### src/rtl/deglitch_reg.sv
// Multi-channel input conditioner. Each channel runs through a synchroniser
// chain and then a debounce filter. q follows a channel only after the
// synchronised input has differed from q for FILT_CYCLES consecutive enabled
// clocks. rise/fall/changed are one-cycle registered strobes marking each update.
module deglitch_reg #(
  parameter int unsigned      WIDTH       = 4,
  parameter int unsigned      SYNC_STAGES = 2,
  parameter int unsigned      FILT_CYCLES = 4,
  parameter logic [WIDTH-1:0] RST_VAL     = {WIDTH{1'b0}}
) (
  input  logic             clk,
  input  logic             rst,
  input  logic             en,
  input  logic [WIDTH-1:0] d,
  output logic [WIDTH-1:0] q,
  output logic [WIDTH-1:0] rise,
  output logic [WIDTH-1:0] fall,
  output logic             changed
);

  // Counter only needs to reach FILT_CYCLES-1; keep at least one bit.
  localparam int unsigned CNT_W = (FILT_CYCLES > 1) ? $clog2(FILT_CYCLES) : 1;
  localparam logic [CNT_W-1:0] CNT_MAX = CNT_W'(FILT_CYCLES - 1);

  logic [WIDTH-1:0] sync_q [SYNC_STAGES];
  logic [WIDTH-1:0] s;

  logic [CNT_W-1:0] cnt     [WIDTH];
  logic [CNT_W-1:0] cnt_nxt [WIDTH];
  logic [WIDTH-1:0] q_nxt;
  logic [WIDTH-1:0] rise_nxt;
  logic [WIDTH-1:0] fall_nxt;

  assign s = sync_q[SYNC_STAGES-1];

  // Synchroniser chain: shifts on every edge regardless of en.
  always_ff @(posedge clk) begin
    if (rst) begin
      for (int unsigned i = 0; i < SYNC_STAGES; i++) begin
        sync_q[i] <= RST_VAL;
      end
    end else begin
      sync_q[0] <= d;
      for (int unsigned i = 1; i < SYNC_STAGES; i++) begin
        sync_q[i] <= sync_q[i-1];
      end
    end
  end

  // Per-channel stability filter: count consecutive mismatches, commit at the limit.
  always_comb begin
    q_nxt    = q;
    rise_nxt = '0;
    fall_nxt = '0;
    for (int unsigned i = 0; i < WIDTH; i++) begin
      cnt_nxt[i] = cnt[i];
    end
    if (en) begin
      for (int unsigned i = 0; i < WIDTH; i++) begin
        if (s[i] == q[i]) begin
          cnt_nxt[i] = '0;
        end else if (cnt[i] == CNT_MAX) begin
          cnt_nxt[i]  = '0;
          q_nxt[i]    = s[i];
          rise_nxt[i] = s[i];
          fall_nxt[i] = ~s[i];
        end else begin
          cnt_nxt[i] = cnt[i] + CNT_W'(1);
        end
      end
    end
  end

  // Filter state, output register and edge strobes.
  always_ff @(posedge clk) begin
    if (rst) begin
      for (int unsigned i = 0; i < WIDTH; i++) begin
        cnt[i] <= '0;
      end
      q       <= RST_VAL;
      rise    <= '0;
      fall    <= '0;
      changed <= 1'b0;
    end else begin
      for (int unsigned i = 0; i < WIDTH; i++) begin
        cnt[i] <= cnt_nxt[i];
      end
      q       <= q_nxt;
      rise    <= rise_nxt;
      fall    <= fall_nxt;
      changed <= |(rise_nxt | fall_nxt);
    end
  end

endmodule

### config.mk
export PLATFORM = sky130hd
export DESIGN_NAME = deglitch_reg
export DESIGN_NICKNAME = d
export VERILOG_FILES = /design/src/rtl/deglitch_reg.sv
export SDC_FILE = /design/constraint.sdc
export NUM_CORES = 1
export LEC_CHECK = 0
export CAP_MARGIN = 20
export CELL_PAD_IN_SITES_DETAIL_PLACEMENT = 1
export CELL_PAD_IN_SITES_GLOBAL_PLACEMENT = 2
export CORE_ASPECT_RATIO = 1.25
export CORE_MARGIN = 5
export CORE_UTILIZATION = 34
export DETAILED_ROUTE_END_ITERATION = 6
export PLACE_DENSITY = 0.87
export SETUP_SLACK_MARGIN = 0.1
export SLEW_MARGIN = 20
export SYNTH_ARGS = -nofsm -noshare
export SYNTH_HDL_FRONTEND = slang
export SYNTH_SLANG_ARGS = --single-unit
### constraint.sdc
create_clock -name clk -period 1.67 [get_ports clk]
set_input_delay 0.501 -clock clk [delete_from_list [all_inputs] [get_ports clk]]
set_output_delay 0.501 -clock clk [all_outputs]
set_load 0.02 [all_outputs]
-- Yosys cells after proc, flatten, opt, wreduce, memory -nomap -nowiden
Memories as Yosys holds them, arrays and structs flattened.
Index checks and enable logic that the tools add are counted.
- ROM bits: 0
- word-level logic and storage cells: 77
- input port bits: 7
- register bits after elaboration: 13
- output and inout bits: 13
- latch bits: 0
- memories kept: 2
- RAM bits: 16
- multiply operators: 0
- $lt $le $gt $ge: 0
- bitwise gates (word level): 15
- equality and inequality tests: 8
- muxes and demuxes: 36
- reductions and logical operators: 5
- add/subtract/negate cells: 4
- shift operators: 0
- divide/modulo/power cells: 0
- memory list (memory ; words ; width ; read ports ; clocked after memory_dff ; wr ports ; RTL line ; source):
    cnt ; 4 ; 2 ; 4 ; 0 ; 4 ; 28 ; logic [CNT_W-1:0] cnt [WIDTH];
    sync_q ; 2 ; 4 ; 2 ; 0 ; 2 ; 25 ; logic [WIDTH-1:0] sync_q [SYNC_STAGES];
- operators by type and width (kind ; number):
    2-bit 2-to-1 mux ; 12
    1-bit 2-to-1 mux ; 19
    4-bit 2-to-1 mux ; 4
    3-bit AND reduction ; 4
    2-bit by 1-bit adder with 2-bit output, second input constant ; 4
    2-bit == test, second input constant ; 4
    8-bit 2-to-1 mux ; 1
    1-bit inverter ; 8
    1-bit bitwise OR ; 6
    1-bit == test ; 4
    4-bit bitwise OR ; 1
    4-bit OR reduction ; 1

-- Depth between registers and ports, before layout
Gate-level depths: netlist (run 1).
- depth in word-level cells: 6
- gate-level depth with buffers: 5
- mapped depth without buffers: 4

-- Worst setup path before layout (run 1)
No wires, ideal clock.
- path type: input port to flip-flop
- start point: in en
- end point: reg q[0]
- arrival time: 1069 ps
- data required time: 1542 ps
- slack: 473 ps
- stages on the path: 5
- cells stage by stage: buf_2 buf_4 nand2_1 mux2i_1 nor2_1
- cells in the longest elaborated chain, start to end: 1
- RTL lines (what ; RTL line ; source):
    start, declared ; 13 ; input logic en,
    3-bit AND reduction (no line) ; - ;
    end signal, assigned ; 88 ; q <= q_nxt;
    end, declared ; 15 ; output logic [WIDTH-1:0] q,
No other way between the ends.
A chain may end at the register's enable or synchronous reset.

-- Worst setup path in the final report (run 1)
- start point: reg q[0]
- end point: out q[0]
No word-level cell between the ends.

==> results of run 1 <==
[sequential cells by signal (all words and copies together) (netlist names)]
name / flops
changed: 1
cnt: 8
rise: 4
fall: 4
sync_q: 8
q: 4
[how the worst max path moves through the flow]
| stage | from | to | slack, ns | depth (start not counted) |
|---|---|---|---|---|
| finish | q[0]$_SDFFE_PP0P_ | q[0] | 0.15 | 1 |
| global route | q[3]$_SDFFE_PP0P_ | q[3] | 0.09 | 1 |
| CTS | q[2]$_SDFFE_PP0P_ | q[2] | 0.11 | 1 |
| detailed placement | en | changed$_SDFF_PP0_ | -0.002 | 4 |
| global placement | en | changed$_SDFF_PP0_ | 0.03 | 4 |
| floorplan | en | q[0]$_SDFFE_PP0P_ | 0.47 | 5 |
[timing repair]
item,4_1_cts,5_1_grt
gates resized for setup,13,3
endpoints found under the setup margin,13,3
hold buffers,0,0
[cells by family (layout without fill, tap and decap cells)]
family	after synthesis	after routing	share of synthesized area, %
simple gates	52	52	27.2
buf+inv	6	31	2.75
xor+xnor	4	4	5.06
mux	2	2	1.76
flops	29	29	51.0
fa+ha+maj	5	5	5.50
compound gates	12	12	6.71
[per-stage QoR]
step           hold WS, ns  setup TNS (ns)
5_1_grt              0.463               0
6_report             0.435               0
3_3_place_gp         0.421               0
4_1_cts              0.441               0
3_5_place_dp         0.428        -0.00155
2_1_floorplan        0.414               0
[final cells by class]
| cell class | instances | area [sq um] | share of cell area [%] |
|---|---|---|---|
| Timing Repair Buffer | 23 | 220 | 14.9 |
| Clock buffer | 7 | 96.3 | 6.54 |
| Clock inverter | 1 | 5.00 | 0.340 |
| Tap cell | 37 | 46.3 | 3.14 |
| Sequential cell | 29 | 581 | 39.4 |
| Multi-Input combinational cell | 75 | 526 | 35.7 |
[power by group]
group          switching, W  leakage, nW   total, W  internal (W)
combinational     0.0000309        0.325  0.0000678     0.0000369
clock              0.000259       0.0542   0.000631      0.000372
sequential       0.00000829        0.235   0.000712      0.000703
total              0.000298        0.615    0.00141       0.00111
[layer usage]
layer	GRT usage (%)	wire length [um]	share of wire (%)	vias up
met5	0	0	0	-
li1	-	-	-	415
met2	19.1	1040	49	20
met3	4.63	130	6.2	3
met4	4.25	29	1.4	0
met1	10.6	912	43	392
[Yosys cell counts (2+ instances only)]
library cell | number | area share, %
xor2_2 | 3 | 4.3
buf_2 | 4 | 1.8
nor2b_1 | 9 | 5.0
nor2_1 | 8 | 2.6
nor3_1 | 3 | 1.3
nand2b_1 | 8 | 4.4
nand3_2 | 3 | 2.6
nand3b_1 | 2 | 1.3
nor3b_2 | 3 | 3.3
dfxtp_1 | 29 | 51
nand2_1 | 6 | 2.0
a21oi_1 | 10 | 4.4
ha_1 | 5 | 5.5
mux2i_1 | 2 | 1.8
nand3_1 | 9 | 4.0
==> summary.txt, run 1 <==
Place
  • DP HPWL: 1.59 mm
  • Inst Count DP: 164
  • Dpl ws: -0.00155 ns
  • Gpl congestion: 0.650
  • DP Area: around 0.0014 sq mm
  • Number of buffers added on ports: 19

Setup path
  • Crit path max-delay family: flip-flops
  • Worst Reg-to-Reg Cells: 4
  • CP Data Required Time: 1.17 ns
  • Worst path max stage delay: 0.39 ns
  • RR Endpoint: changed$_SDFF_PP0_
  • Crit path arrival time: 1.02 ns
  • Critical-path top delay cell: dfxtp_1
  • R2R setup slack: 0.51 ns
  • Setup CP Type: flop to output port
  • Crit path buf inv count: 1
  • Worst setup SP type: flop
  • Crit-path cells: dlygate4sd2_1
  • Reg-to-Reg Start: cnt[3][0]$_SDFFE_PP0P_
  • Worst Path Max Fanout: 3
  • Critical path capture point type: output port

Clock network
  • Later-pin clock latency in the skew report: 0.28 ns
  • Num CTS Buffers: 5
  • Clk sink count: 29
  • Post-CTS Setup Repair Bufs: 0
  • Worst-path clk slew: 0.06 ns
  • H-tree Lvls: 2
  • Clock Root Buffer: clkbuf_8
  • CTS tree: built
  • Clock buffer depth: 2

Route
  • DR WL/cell: 12.3 um
  • Detailed-route via count: 830
  • Avg Vias per Cell: 4.83
  • DRC viols: 0
  • Post-DRT Antenna Nets: 0
  • Initial DRC Count: 15
  • 1st-pass router iterations: 4
  • WL final: 2.11 mm

Timing
  • Setup Skew: 0.00332 ns
  • Final WS setup: 0.147 ns
  • Maximum clock rate: 657 MHz
  • Headroom to the max-slew limit: 86.1%
  • Final Hold Fails: 0
  • Setup Viol. Count Final: 0
  • Worst-Margin Slew: 0.207 ns
  • RSZ-0062 raised after global routing: true
  • Final period utilization: 91.2%
  • Minimum clock period: approximately 1.5 ns
  • Slew Limit Fails: 0

Power
  • Leakage: 0.615 nW
  • Total power: 0.00141 W
  • Pwr Density: 957 mW/mm^2
  • Worst IR Drop VDD: 0.000575 V

Final layout
  • Fin cells: 172
  • Design Area, Final: 0.00147 sq mm
  • Most common cell after layout, fill and taps aside: dfxtp_1
  • Layout cell share with drive strength beyond 1: 17.0%
  • Nets@finish: 146
  • Fin util: 45.7%
  • Layout fillers: 377
  • ANT cells: 0
  • Commonest cells after routing, fill and taps aside: 29 x dfxtp_1, 10 x a21oi_1, 10 x dlygate4sd2_1, 9 x nor2b_1, 9 x nand3_1
  • Area Overhead vs Synth: 29.6%

Floorplanning
  • Initial Utilization: approximately a third
  • Die X: 61.7 um
  • Core footprint: ~0.0032 sq mm
  • Row count: 23
  • Die Height: 74.7 um
  • Die area: 0.00461 sq mm
  • Ports: 20

Global routing
  • Initial antenna violation count: 0
  • GRT Total Usage: a little over a tenth
  • Global-route wire length before repair: 3.60 mm
  • Grt ovf: 0
  • Via count of the first global-routing pass: 876
  • Largest net degree at the start of global routing: 28

Min path
  • Hold path depth: 1
  • Hold crit path type: flop to flop
  • Hold Crit Start: sync_q[0][3]$_SDFF_PP0_
  • Hold EP: sync_q[0][7]$_SDFF_PP0_

Yosys
  • EDFF count, synth: 0
  • Synthesis Warnings: 0
  • Yosys reg bits: 29
  • Synthesized Nets: 122
  • Average size of a mapped cell: 10.3 sq um
  • Part of the Yosys area used for sequential elements: 51.0%
  • Mapped Area: 0.00114 sq mm
  • Most used DFF post-synth: dfxtp_1
  • Fraction of registers with async set/reset: 0%
  • Cell variety after synth: 21
  • Cells after Synth: 110

Outcome
  • Status: complete, no violations

Run
  • Max-cap check violation count: 0
(Power assumes the default switching activity.)
==> run 2: changes to the inputs <==
Settings changed: CORE_UTILIZATION 34 to 36, CTS_BUF_LIST from default to sky130_fd_sc_hd__clkbuf_8, PLACE_DENSITY 0.87 to 0.91.
==> run 2 against run 1 <==
  * Clock power fell by 19%
  * Sequential power hardly changed
  * Critical path type unchanged
  * Maximum frequency increased by 0.86%
  * Register-to-register slack is essentially flat
  * Clock skew increased by 0.0017 ns
  * Non-clock buffer count is 1 lower
  * Largest power group unchanged
  * Sequential share of layout area up 0.75 points
  * Worst hold slack lost 0.0024 ns
  * Final area is 1.9% lower
  * Utilization up 2.5 points
  * Count of clock-buffer cells in the layout is 2 lower
==> summary.txt, run 2 (synthesis gave the netlist of run 1 again) <==
Outcome
  • Status: complete, no violations

Timing
  • Minimum clock period: 1.51 ns (-0.0129 ns)
  • RSZ-0062 raised after global routing: false
  • Slew Limit Fails: 0 (unchanged)
  • Final Hold Fails: 0 (unchanged)
  • Maximum clock rate: 662 MHz (+0.86%)
  • Setup Skew: 0.00505 ns (+0.00174 ns)
  • Final period utilization: 90.4% (-0.77 points)
  • Headroom to the max-slew limit: 76.1% (-10 points)
  • Setup Viol. Count Final: 0 (unchanged)
  • Final Hold Slack: 0.433 ns (-0.00239 ns)
  • Fin Setup TNS: 0 ns (unchanged)
  • Worst-Margin Slew: 0.358 ns (+0.151 ns)

Setup path
  • Crit path arrival time: 1.01 ns (about the same)
  • Worst Path Max Fanout: 3 (unchanged)
  • Crit path buf inv count: 1 (unchanged)
  • CP Data Required Time: 1.17 ns (about the same)
  • Worst setup SP type: flop
  • Critical-path top delay cell: dfxtp_1
  • Setup CP Type: flop to output port
  • Crit-path cells: dlygate4sd2_1
  • Crit path max-delay family: flip-flops
  • Worst path max stage delay: 0.38 ns (about the same)
  • Critical path capture point type: output port

Route
  • 1st-pass router iterations: 2 (-2)
  • Initial DRC Count: 23 (+8)
  • DRC viols: 0 (unchanged)
  • DR WL/cell: 13.5 um (+10%)
  • WL final: 2.30 mm (+8.7%)
  • Avg Vias per Cell: 4.90 (+1.5%)
  • Post-DRT Antenna Nets: 0 (unchanged)
  • Detailed-route via count: 833 (+0.36%)

Global routing
  • Global-route wire length before repair: 3.84 mm (+6.5%)
  • Grt ovf: 0 (unchanged)
  • Initial antenna violation count: 0 (unchanged)
  • GRT Total Usage: 12.0% (+1.3 points)
  • Largest net degree at the start of global routing: 28 (unchanged)
  • Via count of the first global-routing pass: 912 (+4.1%)

Final layout
  • Most common cell after layout, fill and taps aside: dfxtp_1
  • Largest registers: cnt (8), sync_q (8)
  • Layout fillers: 341 (-9.5%)
  • Commonest cells after routing, fill and taps aside: 29 x dfxtp_1, 10 x a21oi_1, 10 x dlygate4sd2_1, 9 x nor2b_1, 9 x nand3_1
  • Layout cell share with drive strength beyond 1: 15.7% (-1.4 points)
  • Fin cells: 170 (-1.2%)
  • Area Overhead vs Synth: 27.2%
  • ANT cells: 0 (unchanged)
  • Nets@finish: 145 (-0.68%)

Clock network
  • Clock buffer depth: 2 (unchanged)
  • Later-pin clock latency in the skew report: 0.27 ns (about the same)
  • Clock Root Buffer: clkbuf_8
  • Worst-path clk slew: 0.06 ns (about the same)
  • Num CTS Buffers: 5 (unchanged)
  • H-tree Lvls: 2 (unchanged)
  • CTS tree: built
  • Clk sink count: 29 (unchanged)

Place
  • Gpl congestion: 0.700 (+7.7%)
  • DP HPWL: 1.74 mm (+9.3%)
  • Number of buffers added on ports: 19 (unchanged)
  • Inst Count DP: 162 (-1.2%)

Floorplanning
  • Die area: 0.00439 sq mm (-4.7%)
  • Core footprint: 0.00300 sq mm (-6.9%)
  • Initial Utilization: 37.9% (+2.6 points)
  • Die Height: 72.8 um (-2.4%)
  • Row count: 22 (-4.3%)
  • Ports: 20 (unchanged)
  • Die X: 60.3 um (-2.4%)

Run
  • Max-cap check violation count: 0 (unchanged)

Power
  • Pwr Density: 895 mW/mm^2 (-6.5%)
  • Worst IR Drop VDD: 0.000552 V (-4.0%)
  • Leakage: 0.612 nW (-0.39%)

Min path
  • Hold crit path type: flop to flop
[run 2: cell count changes in the layout (fill, tap and decap cells not counted)]
cell	previous run	this run
clkinv_2	1	0
clkdlybuf4s15_1	3	1
clkbuf_8	7	5
buf_4	3	1
inv_1	0	3
clkbuf_2	0	2
buf_12	1	2
[run 2: worst paths after layout]
| check | cells past startpoint | from | to | slack, ns |
|---|---|---|---|---|
| max | 1 | q[2]$_SDFFE_PP0P_ | q[2] | 0.16 |
| min | 1 | sync_q[0][2]$_SDFF_PP0_ | sync_q[0][6]$_SDFF_PP0_ | 0.43 |
| max reg2reg | 4 | cnt[3][0]$_SDFFE_PP0P_ | changed$_SDFF_PP0_ | 0.52 |
| min reg2reg | 1 | sync_q[0][2]$_SDFF_PP0_ | sync_q[0][6]$_SDFF_PP0_ | 0.43 |
[run 2: stage by stage]
| step | power [W] | utilization, % | worst slack [ns] | cell area (sq um) |
|---|---|---|---|---|
| 3_3_place_gp | 0.000794 | 46.3 | 0.0317 | 1390 |
| 3_5_place_dp | 0.000799 | 46.3 | -0.000859 | 1390 |
| 2_1_floorplan | 0.000766 | - | 0.473 | 1140 |
| 4_1_cts | 0.00132 | 48.4 | 0.0936 | 1450 |
| 5_1_grt | 0.00137 | 48.2 | 0.107 | 1450 |
| 6_report | 0.00129 | 48.2 | 0.160 | 1450 |
[run 2: area by class of cell]
cell class | count | area, sq um | share of cell area (%)
Sequential cell | 29 | 581 | 40.1
Tap cell | 36 | 45.0 | 3.11
Clock buffer | 5 | 68.8 | 4.76
Multi-Input combinational cell | 75 | 526 | 36.3
Timing Repair Buffer | 22 | 215 | 14.9
Clock inverter | 3 | 11.3 | 0.779
[run 2: what timing repair did]
item                                    in CTS  in global routing
pin swaps                                    0                  0
endpoints found under the setup margin      13                  3
buffers inserted                             0                  0
resized for setup                           13                  5
hold buffers                                 0                  0
[run 2: power breakdown]
group          internal [W]  switching, W
clock network      0.000276      0.000235
registers          0.000704    0.00000794
logic             0.0000386     0.0000328
[run 2: routing by layer]
layer  track usage, %  part of all wire, %
met4             5.91                  1.3
met3             4.78                  5.8
met1             11.5                   37
met2             21.4                   56
met5                0                    0
==> run 3: changes to the inputs <==
Settings changed: GPL_TIMING_DRIVEN from default to 0.
==> run 3 against run 2 <==
  * Die area is the same
  * Maximum frequency down 0.25%
  * Final cell count grew 0.59%
  * Via count rose by 2.0%
  * Wire length increased by 5.5%
  * First-iteration DRC count is 48% lower
  * Utilization rose by 0.17 points
  * Clock skew about the same
  * Critical endpoint is now q[0]
  * Largest cell class unchanged
==> summary.txt, run 3 (synthesis gave the netlist of run 1 again) <==
Outcome
  • Status: complete, no violations

Place
  • DP Area: 0.00135 sq mm (-2.6%)
  • DP HPWL: 1.75 mm (+0.80%)
  • Dpl ws: 0.152 ns (+0.153 ns)
  • Inst Count DP: 163 (+0.62%)
  • Gpl congestion: 0.658 (-5.9%)
  • Number of buffers added on ports: 17 (-2)

Clock network
  • Post-CTS Setup Repair Bufs: 0 (unchanged)
  • Clock Root Buffer: clkbuf_8
  • CTS tree: built
  • H-tree Lvls: 2 (unchanged)
  • Worst-path clk slew: 0.07 ns (about the same)
  • Later-pin clock latency in the skew report: 0.29 ns (+0.02 ns)
  • Post-CTS sizing: 13 (unchanged)
  • Hold buffers post-CTS: 0 (unchanged)
  • Clk sink count: 29 (unchanged)
  • Num CTS Buffers: 5 (unchanged)
  • Clock buffer depth: 2 (unchanged)

Setup path
  • Crit-path cells: clkdlybuf4s15_1
  • Crit path arrival time: 1.01 ns (about the same)
  • Critical-path top delay cell: dfxtp_1
  • Worst path max stage delay: 0.39 ns (about the same)
  • Crit path buf inv count: 1 (unchanged)
  • Crit path max-delay family: flip-flops
  • Critical path capture point type: output port
  • Worst Path Max Fanout: 3 (unchanged)
  • Setup CP Type: flop to output port
  • Worst Reg-to-Reg Cells: 4 (unchanged)
  • Critical path depth: 1 (unchanged)
  • CP Data Required Time: 1.17 ns (about the same)
  • Worst setup SP type: flop

Timing
  • Worst-Margin Slew: 0.526 ns (+0.168 ns)
  • Final period utilization: 90.6% (+0.22 points)
  • RSZ-0062 raised after global routing: false
  • Final Hold Slack: 0.445 ns (+0.0121 ns)
  • Slew Limit Fails: 0 (unchanged)
  • Maximum clock rate: 661 MHz (-0.25%)
  • Headroom to the max-slew limit: 64.9% (-11 points)
  • Final WS setup: 0.157 ns (-0.00371 ns)
  • Setup Skew: 0.00510 ns (+0.0000521 ns)
  • Setup Viol. Count Final: 0 (unchanged)
  • Final Hold Fails: 0 (unchanged)
  • Fin Setup TNS: 0 ns (unchanged)
  • Minimum clock period: 1.51 ns (+0.00371 ns)

Route
  • Post-DRT Antenna Nets: 0 (unchanged)
  • Detailed-route via count: 850 (+2.0%)
  • Avg Vias per Cell: 4.97 (+1.4%)
  • Initial DRC Count: 12 (-48%)
  • WL final: 2.42 mm (+5.5%)
  • 1st-pass router iterations: 4 (+2)
  • DR WL/cell: 14.2 um (+4.9%)
  • DRC viols: 0 (unchanged)

Final layout
  • Commonest cells after routing, fill and taps aside: 29 x dfxtp_1, 10 x a21oi_1, 9 x nor2b_1, 9 x nand3_1, 9 x dlygate4sd2_1
  • Fin cells: 171 (+0.59%)
  • Design Area, Final: 0.00145 sq mm (+0.35%)
  • Most common cell after layout, fill and taps aside: dfxtp_1
  • Layout cell share with drive strength beyond 1: 19.3% (+3.6 points)
  • Area Overhead vs Synth: 27.6%
  • ANT cells: 0 (unchanged)
  • Nets@finish: 146 (+0.69%)
  • Largest registers: cnt (8), sync_q (8)

Power
  • Worst IR Drop VDD: 0.000694 V (+26%)
  • Leakage: 0.604 nW (-1.3%)
  • Pwr Density: 1060 mW/mm^2 (+19%)

Global routing
  • GRT Total Usage: 13.9% (+2.0 points)
  • Initial antenna violation count: 0 (unchanged)
  • Grt ovf: 0 (unchanged)
  • Via count of the first global-routing pass: 912 (unchanged)
  • Global-route wire length before repair: 4.24 mm (+11%)
  • Largest net degree at the start of global routing: 11 (-61%)

Min path
  • Hold path depth: 1 (unchanged)
  • Hold crit path type: flop to flop

Floorplanning
  • Initial Utilization: 37.9% (unchanged)
  • Core footprint: 0.00300 sq mm (unchanged)
  • Die area: 0.00439 sq mm (unchanged)
  • Row count: 22 (unchanged)
  • Die Height: 72.8 um (unchanged)
  • Die X: 60.3 um (unchanged)
  • Ports: 20 (unchanged)

Run
  • Max-cap check violation count: 0 (unchanged)
-- run 3: cell count changes in the layout (fill, tap and decap cells not counted), moves of 2 or more --
cell             delta
inv_1               -3
buf_12              -2
buf_2               +4
clkdlybuf4s50_1     -2
-- run 3: path summary, 6_finish.rpt --
kind	slack, ns	startpoint	to
worst max-delay path	0.16	q[0]$_SDFFE_PP0P_	q[0]
worst min-delay path	0.44	sync_q[0][2]$_SDFF_PP0_	sync_q[0][6]$_SDFF_PP0_
worst max register to register	0.49	cnt[3][0]$_SDFFE_PP0P_	changed$_SDFF_PP0_
worst min register to register	0.44	sync_q[0][2]$_SDFF_PP0_	sync_q[0][6]$_SDFF_PP0_
-- run 3: per-layer routing --
| layer | wire length, um | global-route usage [%] | up-vias | part of all wire (%) |
|---|---|---|---|---|
| li1 | - | - | 412 | - |
| met1 | 949 | 13.8 | 411 | 39 |
| met2 | 1250 | 23.0 | 20 | 52 |
| met3 | 142 | 6.37 | 7 | 5.9 |
| met4 | 81 | 8.87 | 0 | 3.3 |
| met5 | 0 | 0 | - | 0 |
-- run 3: layout make-up --
type | count | area [sq um]
Buffer | 6 | 31.3
Clock buffer | 6 | 82.6
Clock inverter | 2 | 37.5
Fill cell | 355 | 1550
Multi-Input combinational cell | 75 | 526
Sequential cell | 29 | 581
Tap cell | 36 | 45.0
Timing Repair Buffer | 17 | 149
-- run 3: report_power, final --
| group | switching, W | internal (W) |
|---|---|---|
| combinational | 0.0000330 | 0.0000291 |
| sequential | 0.00000818 | 0.000703 |
| clock | 0.000284 | 0.000484 |
| total | 0.000326 | 0.00122 |
-- run 3: through the flow --
stage	utilization [%]	total power, W
after CTS	48.5	0.00156
after detailed placement	45.1	0.000790
after floorplan	-	0.000766
final	48.4	0.00154
after global placement	45.1	0.000786
after global routing	48.4	0.00162
